[src/rtl/seven_seg_pkg.sv]
// Shared types and helpers for the multiplexed 7-segment scan controller.
package seven_seg_pkg;

  typedef logic [3:0] nibble_t;

  localparam int DEFAULT_CLK_DIV = 50000;
  localparam int MAX_DIGITS      = 32;

  // One-hot anode pattern for digit idx; inverted when the anodes are active-low.
  function automatic logic [MAX_DIGITS-1:0] anode_onehot(input int unsigned idx,
                                                         input logic        active_low);
    logic [MAX_DIGITS-1:0] oh;
    oh = MAX_DIGITS'(1) << idx;
    return active_low ? ~oh : oh;
  endfunction

endpackage

[src/rtl/seven_seg_prescaler.sv]
// Free-running divider: tick_o is high for one clk_i cycle out of every CLK_DIV.
module seven_seg_prescaler
  import seven_seg_pkg::*;
#(
  parameter int CLK_DIV = DEFAULT_CLK_DIV
) (
  input  logic clk_i,
  input  logic rst_ni,
  output logic tick_o
);

  localparam int            CW      = $clog2(CLK_DIV);
  localparam logic [CW-1:0] CNT_MAX = CW'(CLK_DIV - 1);

  logic [CW-1:0] cnt_q, cnt_d;

  always_comb begin
    cnt_d = cnt_q + 1'b1;
    if (cnt_q == CNT_MAX) begin
      cnt_d = '0;
    end
  end

  always_ff @(posedge clk_i) begin
    if (!rst_ni) begin
      cnt_q <= '0;
    end else begin
      cnt_q <= cnt_d;
    end
  end

  assign tick_o = (cnt_q == CNT_MAX);

endmodule

[src/rtl/seven_seg_scan_ctrl.sv]
// Time-multiplexed digit scanner with a double-buffered value that only
// changes on a frame boundary, plus optional leading-zero blanking.
module seven_seg_scan_ctrl
  import seven_seg_pkg::*;
#(
  parameter int NUM_DIGITS       = 4,
  parameter int CLK_DIV          = DEFAULT_CLK_DIV,
  parameter bit ANODE_ACTIVE_LOW = 1'b1
) (
  input  logic                    clk_i,
  input  logic                    rst_ni,
  input  logic                    en_i,
  input  logic                    load_i,
  input  logic [4*NUM_DIGITS-1:0] value_i,
  input  logic                    blank_lz_i,
  output logic [3:0]              digit_o,
  output logic                    blank_o,
  output logic [NUM_DIGITS-1:0]   an_o,
  output logic                    frame_o,
  output logic                    pending_o
);

  localparam int            IW      = $clog2(NUM_DIGITS);
  localparam int            VW      = 4 * NUM_DIGITS;
  localparam logic [IW-1:0] IDX_MAX = IW'(NUM_DIGITS - 1);
  localparam logic [NUM_DIGITS-1:0] AN_OFF = {NUM_DIGITS{ANODE_ACTIVE_LOW}};

  logic          tick;
  logic          boundary;
  logic          leading_zero;
  nibble_t       cur_nib;

  logic [IW-1:0]         idx_q, idx_d;
  logic [VW-1:0]         shadow_q, shadow_d;
  logic [VW-1:0]         active_q, active_d;
  logic                  pending_q, pending_d;
  logic                  frame_q, frame_d;
  nibble_t               digit_q, digit_d;
  logic                  blank_q, blank_d;
  logic [NUM_DIGITS-1:0] an_q, an_d;

  seven_seg_prescaler #(
    .CLK_DIV (CLK_DIV)
  ) u_prescaler (
    .clk_i  (clk_i),
    .rst_ni (rst_ni),
    .tick_o (tick)
  );

  // Scan index, double buffer and frame strobe.
  always_comb begin
    idx_d     = idx_q;
    shadow_d  = shadow_q;
    active_d  = active_q;
    pending_d = pending_q;
    boundary  = tick && (idx_q == IDX_MAX);
    frame_d   = boundary;

    if (tick) begin
      idx_d = boundary ? '0 : idx_q + 1'b1;
    end

    if (load_i && boundary) begin
      // A load landing on the boundary goes straight to the display.
      shadow_d  = value_i;
      active_d  = value_i;
      pending_d = 1'b0;
    end else if (load_i) begin
      shadow_d  = value_i;
      pending_d = 1'b1;
    end else if (boundary && pending_q) begin
      active_d  = shadow_q;
      pending_d = 1'b0;
    end
  end

  // Output stage: looks at the current idx/active, so it trails them by one cycle.
  always_comb begin
    cur_nib      = active_q[4*int'(idx_q) +: 4];
    leading_zero = blank_lz_i && (idx_q != '0);
    for (int k = 0; k < NUM_DIGITS; k++) begin
      if ((k >= int'(idx_q)) && (active_q[4*k +: 4] != 4'h0)) begin
        leading_zero = 1'b0;
      end
    end

    digit_d = cur_nib;
    blank_d = !en_i || leading_zero;
    an_d    = AN_OFF;
    if (!blank_d) begin
      an_d = NUM_DIGITS'(anode_onehot(32'(idx_q), ANODE_ACTIVE_LOW));
    end
  end

  always_ff @(posedge clk_i) begin
    if (!rst_ni) begin
      idx_q     <= '0;
      shadow_q  <= '0;
      active_q  <= '0;
      pending_q <= 1'b0;
      frame_q   <= 1'b0;
      digit_q   <= '0;
      blank_q   <= 1'b1;
      an_q      <= AN_OFF;
    end else begin
      idx_q     <= idx_d;
      shadow_q  <= shadow_d;
      active_q  <= active_d;
      pending_q <= pending_d;
      frame_q   <= frame_d;
      digit_q   <= digit_d;
      blank_q   <= blank_d;
      an_q      <= an_d;
    end
  end

  assign digit_o   = digit_q;
  assign blank_o   = blank_q;
  assign an_o      = an_q;
  assign frame_o   = frame_q;
  assign pending_o = pending_q;

endmodule

[config.mk]
export PLATFORM = sky130hd
export DESIGN_NAME = seven_seg_scan_ctrl
export DESIGN_NICKNAME = d
export VERILOG_FILES = /design/src/rtl/seven_seg_pkg.sv /design/src/rtl/seven_seg_prescaler.sv /design/src/rtl/seven_seg_scan_ctrl.sv
export SDC_FILE = /design/constraint.sdc
export NUM_CORES = 1
export LEC_CHECK = 0
export CAP_MARGIN = 25
export CORE_MARGIN = 2
export CORE_UTILIZATION = 45
export DETAILED_ROUTE_END_ITERATION = 10
export PLACE_DENSITY = 0.67
export SYNTH_ARGS = -nofsm -noshare
export SYNTH_HDL_FRONTEND = slang
export SYNTH_SLANG_ARGS = --single-unit
export TNS_END_PERCENT = 5
[constraint.sdc]
create_clock -name clk_i -period 4.7 [get_ports clk_i]
set_input_delay 0.705 -clock clk_i [delete_from_list [all_inputs] [get_ports clk_i]]
set_output_delay 0.705 -clock clk_i [all_outputs]
set_load 0.03 [all_outputs]
Word level (Yosys, flattened, before mapping) --
Index checks and enable logic that the tools add are counted.
Storage, ports and cells: register bits after elaboration 61, input bits 21, logic and storage cells 54
Cells by class: add/subtract/negate cells 2, $lt $le $gt $ge 3, eq/ne operators 3, shift-type cells 2, multiplexer cells 12, bitwise gates (word level) 2, reductions and logical operators 21
Operator list (number):
- $mux 16 | 5
- $add 16x1->16 const B | 1
- $eq 16x16->1 const B | 1
- $reduce_bool 4->1 | 4
- $shiftx 16x5->4 | 1
- $reduce_bool 2->1 | 4
- $logic_and 1x1->1 | 7
- $mux 1 | 6
- $reduce_or 2->1 | 3
- $ge 1x2->1 const A | 2
- $not 4->4 | 1
- $shl 1x2->4 const A | 1
- $add 2x1->2 const B | 1
- $eq 2x2->1 const B | 1
- $ge 2x2->1 const A | 1
- $mux 2 | 1
- $ne 2x1->1 const B | 1
- $reduce_and 2->1 | 1
- $logic_not 1->1 | 1
- $logic_or 1x1->1 | 1
- $not 1->1 | 1

Longest topological paths before layout --
Gate-level depths: netlist of run 1.
word-level depth 8, mapped depth 7, mapped depth without buffers 6

Hierarchy --
From an unflattened synthesis of run 1, not the netlist that was laid out.
Second synthesis, totals: cell total of the unflattened synthesis 261, area, all modules 2688.8 um2
By module, submodules not included:
- seven_seg_scan_ctrl | times used 1, cells each 182, area each 1899.3 um2
- seven_seg_prescaler | times used 1, cells each 79, area each 789.5 um2

Worst setup path before layout of run 1 --
No wires, ideal clock.
path kind input -> register, start input load_i, end register active_q[0], library setup time 121 ps, arrival 1886 ps, setup slack 2693 ps, stages on the path 5, path through buf_2 o21ai_1 or2_1 buf_6 mux2_4
Between the ends: longest elaborated chain between the ends 3, elaborated cells on any way between the ends 5
RTL lines:
- from (decl) | line seven_seg_scan_ctrl.sv:13 | input logic load_i,
- $logic_and 1x1->1 | line seven_seg_scan_ctrl.sv:63 | if (load_i && boundary) begin
- $ne 2x1->1 (no source line) / $reduce_bool 2->1 (equally long branches)
- $reduce_and 2->1 (no source line)
- to (signal assigned) | line seven_seg_scan_ctrl.sv:108 | active_q <= active_d;
- to (decl) | line seven_seg_scan_ctrl.sv:35 | logic [VW-1:0] active_q, active_d;
Parallel ways exist; a longest one is shown, timed or not. A chain may end at the register's enable or synchronous reset.

Final worst setup path of run 1 --
start input load_i, end register active_q[9]
The elaborated chain is that of the path after synthesis.

==> results of run 1 <==
==> metal layers <==
| metal | part of all wire [%] | global-route usage [%] | vias up | routed length (um) |
|---|---|---|---|---|
| met4 | 3.1 | 11.2 | 0 | 154 |
| met2 | 39 | 23.3 | 43 | 1950 |
| met1 | 53 | 23.7 | 865 | 2640 |
| li1 | - | - | 954 | - |
| met5 | 0 | 0 | - | 0 |
| met3 | 4.2 | 4.27 | 17 | 206 |
==> report_power, final <==
group	leakage [uW]	switching (uW)	internal, uW
Clock	0.0000970	185	250
Combinational	0.000615	28.6	34.0
Sequential	0.000496	6.35	529
Total	0.00121	220	813
==> registers in the layout, summed over array words and instances (netlist names) <==
signal	flops
blank_o	1
an_o	4
pending_o	1
digit_o	4
active_q	16
frame_o	1
u_prescaler.cnt_q	16
shadow_q	16
idx_q	2
==> Yosys cell counts, types with 2 or more instances <==
| master | n |
|---|---|
| dfxtp_1 | 61 |
| nor2_1 | 21 |
| nor2b_1 | 17 |
| mux2i_1 | 16 |
| and2_1 | 12 |
| xnor2_1 | 12 |
| nand2_1 | 10 |
| o21ai_0 | 10 |
| a22oi_1 | 9 |
| clkbuf_1 | 9 |
| o211ai_1 | 9 |
| inv_1 | 8 |
| nor4_1 | 8 |
| mux2_4 | 7 |
| ha_1 | 5 |
| nand3_1 | 5 |
| mux4_2 | 4 |
| nand4_1 | 4 |
| nor3_1 | 3 |
| a21boi_0 | 2 |
| and3_1 | 2 |
| and4bb_2 | 2 |
| buf_2 | 2 |
| xor2_1 | 2 |
==> cell type report <==
type | instances | area (um^2) | area share, %
multi-input cells | 171 | 1310 | 41.3
flip-flops and latches | 61 | 1220 | 38.6
repair buffers | 33 | 325 | 10.3
clock buffers | 16 | 190 | 6.02
well taps | 72 | 90.1 | 2.85
inverters | 8 | 30.0 | 0.950
==> worst reg2reg max path, stage by stage, from the launching register on <==
cell and delay (ps):
dfxtp_1 580, ha_1 370, o21ai_1 290, or2_1 460, mux2_4 350
==> cell families after synthesis <==
kind of cell	count (synthesis)
AOI/OAI and AO/OA	33
xor gates and xnor gates	14
adders and majority gates	5
buffers and inverters	21
DFF	61
muxes	27
and+or+nand+nor	92
==> per-stage QoR <==
stage / worst slack (ps) / cell area, um^2 / instances
2_1_floorplan: 2690 / 2620 / 253
3_3_place_gp: 2120 / 2970 / 345
3_5_place_dp: 2070 / 2970 / 345
4_1_cts: 2400 / 3160 / 361
5_1_grt: 2310 / 3160 / 361
6_report: 2390 / 3160 / 361
==> final timing paths <==
| kind | slack (ps) | endpoint | start | cells past startpoint |
|---|---|---|---|---|
| max | 2390 | active_q[9] | load_i | 4 |
| min | 470 | u_prescaler.cnt_q[0] | u_prescaler.cnt_q[0] | 1 |
| max reg2reg | 2550 | active_q[9] | idx_q[0] | 4 |
| min reg2reg | 470 | u_prescaler.cnt_q[0] | u_prescaler.cnt_q[0] | 1 |
==> results.json, run 1 <==
{
  "synth_xor_area_share_pct": 4.69,
  "cpLargestDelayFamily": "compound AO/OA/AOI/OAI gates",
  "rows": 27,
  "cts_max_path_buffers": 2,
  "grt_overflow_total": 0,
  "hold_class": "flip-flop to flip-flop",
  "tightest_slew_ps": 692,
  "layout_commonest_cell": "dfxtp_1",
  "critPathRequiredTime_ps": 4920,
  "diodes": 0,
  "antenna_left": 0,
  "initial_core_util_pct": 46.9,
  "rsz0062_at_grt": "false",
  "drive_gt1_share_pct": 10.7,
  "hold_ws_ps": 467,
  "place.gp.congestion": 0.829,
  "setup_viol": 0,
  "maxSlewViolCount": 0,
  "tritoncts": "yes",
  "viasPerCell": 5.20,
  "path_cells": "clkdlybuf4s50_1, o21ai_1, or2_1, mux2_4",
  "hpwlAfterDp_um": 3280,
  "status": "complete, no violations",
  "p_leak_uw": 0.00121,
  "fp.dieW_um": 80.2,
  "clock_sinks": 61,
  "yosys_warnings": 0,
  "synth-simple-area-share_pct": 20.8,
  "htree_levels": 3,
  "fp.coreArea_um2": 5570,
  "critPathMaxFanout": 10,
  "relSlewSlack_pct": 53.8,
  "drt_iter0_markers": 104,
  "drc_errors": 0,
  "grt_max_degree": 45,
  "pin_count": 32,
  "ys_ff_latch": 61,
  "slowest_delay_ps": 560,
  "power.total_uw": 1030,
  "nFillCells": 486,
  "maxCapViolCount": 0,
  "synth_compound_area_share_pct": 8.42,
  "nets": 310,
  "yosysSeqAreaShare_pct": 46.7,
  "synth_area_per_cell_um2": 10.3,
  "ys_types": 37,
  "arrival_ps": 2530,
  "cp_num_buf_inv": 1,
  "clk_latency_ps": 330,
  "peakVddDrop_mv": 0.187,
  "crit_path_start_kind": "primary input",
  "portBuffers": 31,
  "final.min_clock_period_ps": 2310,
  "syn_inst": 253,
  "yosys-mux-area-fraction_pct": 13.6,
  "grt_pass1_vias": 1763,
  "syn_nets": 279,
  "synth_top_family_by_area": "simple AND/OR/NAND/NOR gates",
  "grt_first_pass_wirelength_um": 8300,
  "wl_per_cell_um": 13.7,
  "postLayoutCoreUtil_pct": 56.7,
  "power_density_nw_per_um2": 327,
  "end_kind": "flip-flop",
  "tns_ps": 0,
  "cts_setup_buffers": 0,
  "first_pass_iters": 4,
  "timing.fmax_mhz": 433,
  "synthesis.area_um2": 2620,
  "synth_top_area_share_pct": 46.7,
  "synth_edf_count": 0,
  "layout_common_cells": "dfxtp_1 (61), clkdlybuf4s50_1 (31), nor2_1 (21)",
  "cts_resized": 0,
  "routed_wirelength_um": 4950,
  "yosysTopAreaCell": "dfxtp_1",
  "postCtsHoldBufs": 0,
  "cts_buffers": 9,
  "ys_top_cells_by_area": "dfxtp_1 (47%), mux2i_1 (6.1%), nor2b_1 (4.1%)",
  "vias": 1879,
  "fin_crit_sh_pct": 49.2,
  "critPathSlowestCell": "o21ai_1",
  "area_growth_pct": 20.9,
  "finalHoldViolCount": 0,
  "synth-main-ff-cell": "dfxtp_1",
  "cts_root_buf": "clkbuf_8",
  "die_h_um": 80.2,
  "async_flop_share_pct": 0,
  "worstSetupPathType": "primary input to flip-flop",
  "synth-adder-area-share_pct": 2.39,
  "fp.dieArea_um2": 6440,
  "grt_usage_pct": 17.1,
  "fin_skew_ps": 6.77,
  "antenna_found_initial": 0,
  "clk_pin_slew_ps": 60
}
Note: power is estimated with default switching activity, not from simulation.
==> inputs of run 2 (changes only) <==
clock period = 2.15 ns   (was 4.7 ns; I/O delays follow)
==> run 2 against run 1 <==
Effect of this change: via count is 1.6% higher; register-to-register slack worse by 2200 ps; first-iteration DRC count up 2.9%; core utilization is 1.7 points higher; sequential share of layout area is 1.1 points lower; combinational power up 130%; routed wire length increased by 1.2%; cell area rose by 2.9%; clock power grew to 2.6 times the previous value; die area unchanged; critical path type is now flip-flop to flip-flop; largest cell class unchanged; largest power group unchanged.
==> results.json, run 2 (synthesized netlist as in run 1, its figures left out) <==
{
  "grt_overflow_total": 0,
  "tritoncts": "yes",
  "wl_per_cell_um": 13.7,
  "fp.dieW_um": 80.2,
  "peakVddDrop_mv": 0.353,
  "viasPerCell": 5.20,
  "rows": 27,
  "cts_root_buf": "clkbuf_8",
  "nFillCells": 503,
  "cpLargestDelayFamily": "simple AND/OR/NAND/NOR gates",
  "place.gp.congestion": 0.843,
  "power_density_nw_per_um2": 753,
  "crit_path_start_kind": "flip-flop",
  "drt_iter0_markers": 107,
  "layout_commonest_cell": "dfxtp_1",
  "timing.fmax_mhz": 558,
  "cts_buffers": 9,
  "first_pass_iters": 4,
  "die_h_um": 80.2,
  "p_clk_share_pct": 46.5,
  "grt_max_degree": 45,
  "slowest_delay_ps": 510,
  "maxSlewViolCount": 0,
  "top_regs": "active_q: 16 flops, shadow_q: 16 flops, u_prescaler.cnt_q: 16 flops",
  "power_report.internal_total_uw": 1950,
  "diodes": 0,
  "layout_common_cells": "dfxtp_1 (61), clkdlybuf4s50_1 (31), nor2_1 (21)",
  "critPathRequiredTime_ps": 2410,
  "seq_power_share_pct": 47.7,
  "relSlewSlack_pct": 58.4,
  "cp_num_buf_inv": 0,
  "final.min_clock_period_ps": 1790,
  "fp.dieArea_um2": 6440,
  "regToRegSetupSlack_ps": 360,
  "initial_core_util_pct": 46.9,
  "drive_gt1_share_pct": 13.2,
  "clk_latency_ps": 340,
  "grt_pass1_vias": 1777,
  "p_leak_uw": 0.00126,
  "postLayoutCoreUtil_pct": 58.4,
  "cts_max_path_buffers": 2,
  "setup_viol": 0,
  "area_growth_pct": 24.4,
  "worstSetupPathType": "flip-flop to flip-flop",
  "antenna_found_initial": 0,
  "cts_setup_buffers": 0,
  "tightest_slew_ps": 622,
  "maxCapViolCount": 0,
  "switching_share_pct": 20.6,
  "antenna_left": 0,
  "power_frac_comb_pct": 5.8,
  "pin_count": 32,
  "status": "complete, no violations",
  "vias": 1910,
  "grt_usage_pct": 18.0,
  "fp.coreArea_um2": 5570,
  "power.switching_uw": 504,
  "finalHoldViolCount": 0,
  "path_cells": "or4_1, nor2_1, nand4_1, o21ai_0",
  "critPathSlowestCell": "or4_1",
  "nets": 316,
  "fin_crit_sh_pct": 83.4,
  "tns_ps": 0,
  "portBuffers": 31,
  "drc_errors": 0,
  "hpwlAfterDp_um": 3450,
  "end_kind": "flip-flop",
  "htree_levels": 3,
  "grt_first_pass_wirelength_um": 8580,
  "postCtsHoldBufs": 0,
  "cts_resized": 0,
  "rsz0062_at_grt": "false",
  "arrival_ps": 2060,
  "hold_class": "flip-flop to flip-flop",
  "clock_sinks": 61,
  "routed_wirelength_um": 5010,
  "critPathMaxFanout": 10,
  "clk_pin_slew_ps": 60,
  "fin_skew_ps": 5.43
}
run 2: changes by cell type in the layout (fill, tap and decap cells not counted):
cell,change
buf_4,+5
bufinv_16,+2
clkbuf_1,-2
clkbuf_8,-2
clkinv_2,+2
buf_12,+1
run 2: worst reg2reg max path: cells and delay by family, from the launching register on:
kind            cells  cell delay [ps]
compound gates      1              270
simple gates        3             1090
flops               1              370
run 2: layer usage:
| layer | share of wire [%] | global-route usage, % | vias to the layer above | wire length [um] |
|---|---|---|---|---|
| li1 | - | - | 963 | - |
| met1 | 50 | 24.2 | 895 | 2500 |
| met2 | 43 | 25.1 | 45 | 2130 |
| met3 | 5.4 | 5.96 | 7 | 272 |
| met4 | 2.1 | 10.3 | 0 | 103 |
| met5 | 0 | 0 | - | 0 |
run 2: cell type report:
class / count / area (um^2) / share of cell area, %
clock buffers: 12 / 155 / 4.77
clock inverters: 4 / 70.1 / 2.15
inverters: 8 / 30.0 / 0.923
multi-input cells: 171 / 1310 / 40.1
flip-flops and latches: 61 / 1220 / 37.5
well taps: 72 / 90.1 / 2.77
repair buffers: 39 / 383 / 11.8
run 2: path summary, 6_finish.rpt:
| path | start | endpoint | depth (start not counted) |
|---|---|---|---|
| worst min-delay path | u_prescaler.cnt_q[0] | u_prescaler.cnt_q[0] | 1 |
| worst max-delay path | u_prescaler.cnt_q[5] | active_q[10] | 4 |
| worst min register to register | u_prescaler.cnt_q[0] | u_prescaler.cnt_q[0] | 1 |
| worst max register to register | u_prescaler.cnt_q[5] | active_q[10] | 4 |
run 2: per-stage QoR:
stage / std cells / worst slack, ps / hold slack [ps] / power, uW / cell area (um^2)
6_report: 367 / 357 / 485 / 2450 / 3250
5_1_grt: 367 / 230 / 541 / 2540 / 3250
4_1_cts: 367 / 365 / 488 / 2480 / 3250
3_5_place_dp: 351 / 309 / 473 / 1340 / 3030
3_3_place_gp: 351 / 338 / 448 / 1330 / 3030
2_1_floorplan: 253 / 460 / 430 / 1270 / 2620
run 2: power groups by stage:
stage	Combinational (uW)	Sequential (uW)	Clock, uW
5_1_grt	157	1170	1220
6_report	142	1170	1140
4_1_cts	144	1170	1170
3_5_place_dp	143	1190	0
3_3_place_gp	141	1190	0
2_1_floorplan	70.6	1200	0
==> inputs of run 3 (changes only) <==
PLACE_DENSITY = 0.69   (was 0.67)
clock period = 1.4 ns   (was 2.15 ns; I/O delays follow)
==> run 3 against run 2 <==
Effect of this change: the flow now finishes with violations (setup timing); register-to-register slack lost 550 ps; combinational power grew 75%; via count grew 7.6%; core utilization grew 7.8 points; cell area grew 13%; sequential share of layout area shrank 4.0 points; global-route usage grew 1.5 points; highest routed layer unchanged.
==> results.json, run 3 (synthesized netlist as in run 1, its figures left out) <==
{
  "status": "finished with violations",
  "violations": "setup timing",
  "postCtsHoldBufs": 0,
  "r2r_start": "u_prescaler.cnt_q[10]",
  "crit_path_start_kind": "flip-flop",
  "switching_share_pct": 21.7,
  "grt_usage_pct": 19.5,
  "fin_skew_ps": 7.08,
  "fin_crit_sh_pct": 114,
  "vias": 2055,
  "fin_area_um2": 3690,
  "nFillCells": 432,
  "fp.coreArea_um2": 5570,
  "cts_setup_buffers": 0,
  "setup_viol": 31,
  "maxCapViolCount": 0,
  "portBuffers": 31,
  "hold_ws_ps": 516,
  "wl_per_cell_um": 13.9,
  "final.min_clock_period_ps": 1590,
  "top_regs": "active_q: 16 flops, shadow_q: 16 flops, u_prescaler.cnt_q: 16 flops",
  "grt_overflow_total": 0,
  "antenna_left": 0,
  "die_h_um": 80.2,
  "tightest_slew_ps": 366,
  "power_frac_comb_pct": 6.6,
  "placed_cell_area_um2": 3350,
  "r2r-end": "active_q[14]",
  "layout_common_cells": "dfxtp_1 (48), buf_4 (40), nor2_1 (20), clkdlybuf4s50_1 (20)",
  "drc_errors": 0,
  "cts_root_buf": "clkbuf_8",
  "worstSetupPathType": "flip-flop to flip-flop",
  "cts_max_path_buffers": 2,
  "seq_power_share_pct": 47.5,
  "nets": 354,
  "cts_buffers": 9,
  "power_density_nw_per_um2": 1030,
  "viasPerCell": 5.07,
  "layout_commonest_cell": "dfxtp_1",
  "fp.dieArea_um2": 6440,
  "routed_wirelength_um": 5640,
  "htree_levels": 3,
  "min_from": "shadow_q[6]",
  "p_clk_share_pct": 45.9,
  "holdPathEnd": "shadow_q[6]",
  "critPathMaxFanout": 7,
  "hold_class": "flip-flop to flip-flop",
  "r2r_cells": 4,
  "fin_ws_ps": -190,
  "grt_max_degree": 27,
  "grt_pass1_vias": 1975,
  "initial_core_util_pct": 46.9,
  "peakVddDrop_mv": 0.793,
  "critPathRequiredTime_ps": 1630,
  "regToRegSetupSlack_ps": -190,
  "antenna_found_initial": 0,
  "end_kind": "flip-flop",
  "hold_depth": 2,
  "power.switching_uw": 820,
  "area_growth_pct": 41.0,
  "place.gp.congestion": 0.781,
  "power_report.internal_total_uw": 2960,
  "rows": 27,
  "relSlewSlack_pct": 75.4,
  "p_leak_uw": 0.00151,
  "drive_gt1_share_pct": 32.7,
  "rsz0062_at_grt": "true",
  "pin_count": 32,
  "grt_first_pass_wirelength_um": 9430,
  "timing.fmax_mhz": 629,
  "first_pass_iters": 4,
  "drt_iter0_markers": 102,
  "clock_sinks": 61,
  "diodes": 0,
  "arrival_ps": 1820,
  "hpwlAfterDp_um": 3870,
  "finalHoldViolCount": 0,
  "maxSlewViolCount": 0,
  "clk_latency_ps": 340,
  "clk_pin_slew_ps": 70,
  "fp.dieW_um": 80.2,
  "tritoncts": "yes"
}
-- run 3: cell types whose count changed in the layout (fill, tap and decap cells not counted), sizes merged --
cell,previous run,this run
buf,8,46
clkinv,2,3
clkbuf,12,10
dlygate4sd2,0,11
clkinvlp,0,1
clkdlybuf4s50,31,20
-- run 3: critical path, stage by stage (launching register included) --
cell	delay [ps]
dfxtp_2	340
nor4b_4	340
nand4b_4	160
or2_4	320
mux2_4	310
-- run 3: metal layers --
layer | GRT usage (%) | share of wire (%) | vias up
met4 | 8.64 | 1.9 | 0
li1 | - | - | 1046
met2 | 28.2 | 43 | 48
met3 | 5.17 | 5.7 | 9
met5 | 0 | 0 | -
met1 | 27.0 | 49 | 952
-- run 3: how the worst max path moves through the flow --
stage	slack (ps)	cells after the start	from	end
3_3_place_gp	-310	5	load_i	active_q[12]
4_1_cts	-150	4	u_prescaler.cnt_q[10]	active_q[4]
5_1_grt	-220	4	u_prescaler.cnt_q[10]	active_q[14]
6_report	-190	4	u_prescaler.cnt_q[10]	active_q[14]
2_1_floorplan	-160	6	u_prescaler.cnt_q[0]	active_q[0]
3_5_place_dp	-350	5	load_i	active_q[13]
-- run 3: per-stage QoR --
step / util [%] / setup TNS (ps) / power, uW / worst slack [ps] / cells
after floorplan: - / -2100 / 1960 / -161 / 253
after global placement: 60.2 / -6240 / 2080 / -314 / 389
after detailed placement: 60.2 / -7230 / 2090 / -351 / 389
after CTS: 64.6 / -2060 / 3820 / -153 / 405
after global routing: 66.2 / -4270 / 3930 / -221 / 405
final: 66.2 / -2370 / 3780 / -190 / 405
-- run 3: timing repair --
| action | 4_1_cts | 5_1_grt |
|---|---|---|
| setup endpoints to repair | 50 | 39 |
| resized for setup | 21 | 32 |
| pin swaps | 1 | 9 |
-- run 3: area by class of cell --
type,count,area [um^2],area share (%)
Sequential cell,61,1240,33.6
Timing Repair Buffer,77,682,18.5
Clock buffer,10,138,3.73
Inverter,8,30.0,0.814
Tap cell,72,90.1,2.44
Clock inverter,6,86.3,2.34
Multi-Input combinational cell,171,1420,38.6
-- run 3: power groups by stage --
stage / Sequential, uW / Combinational (uW) / Clock [uW]
detailed placement: 1840 / 248 / 0
CTS: 1800 / 247 / 1780
global route: 1800 / 276 / 1860
floorplan: 1840 / 111 / 0
global placement: 1840 / 245 / 0
finish: 1800 / 248 / 1740
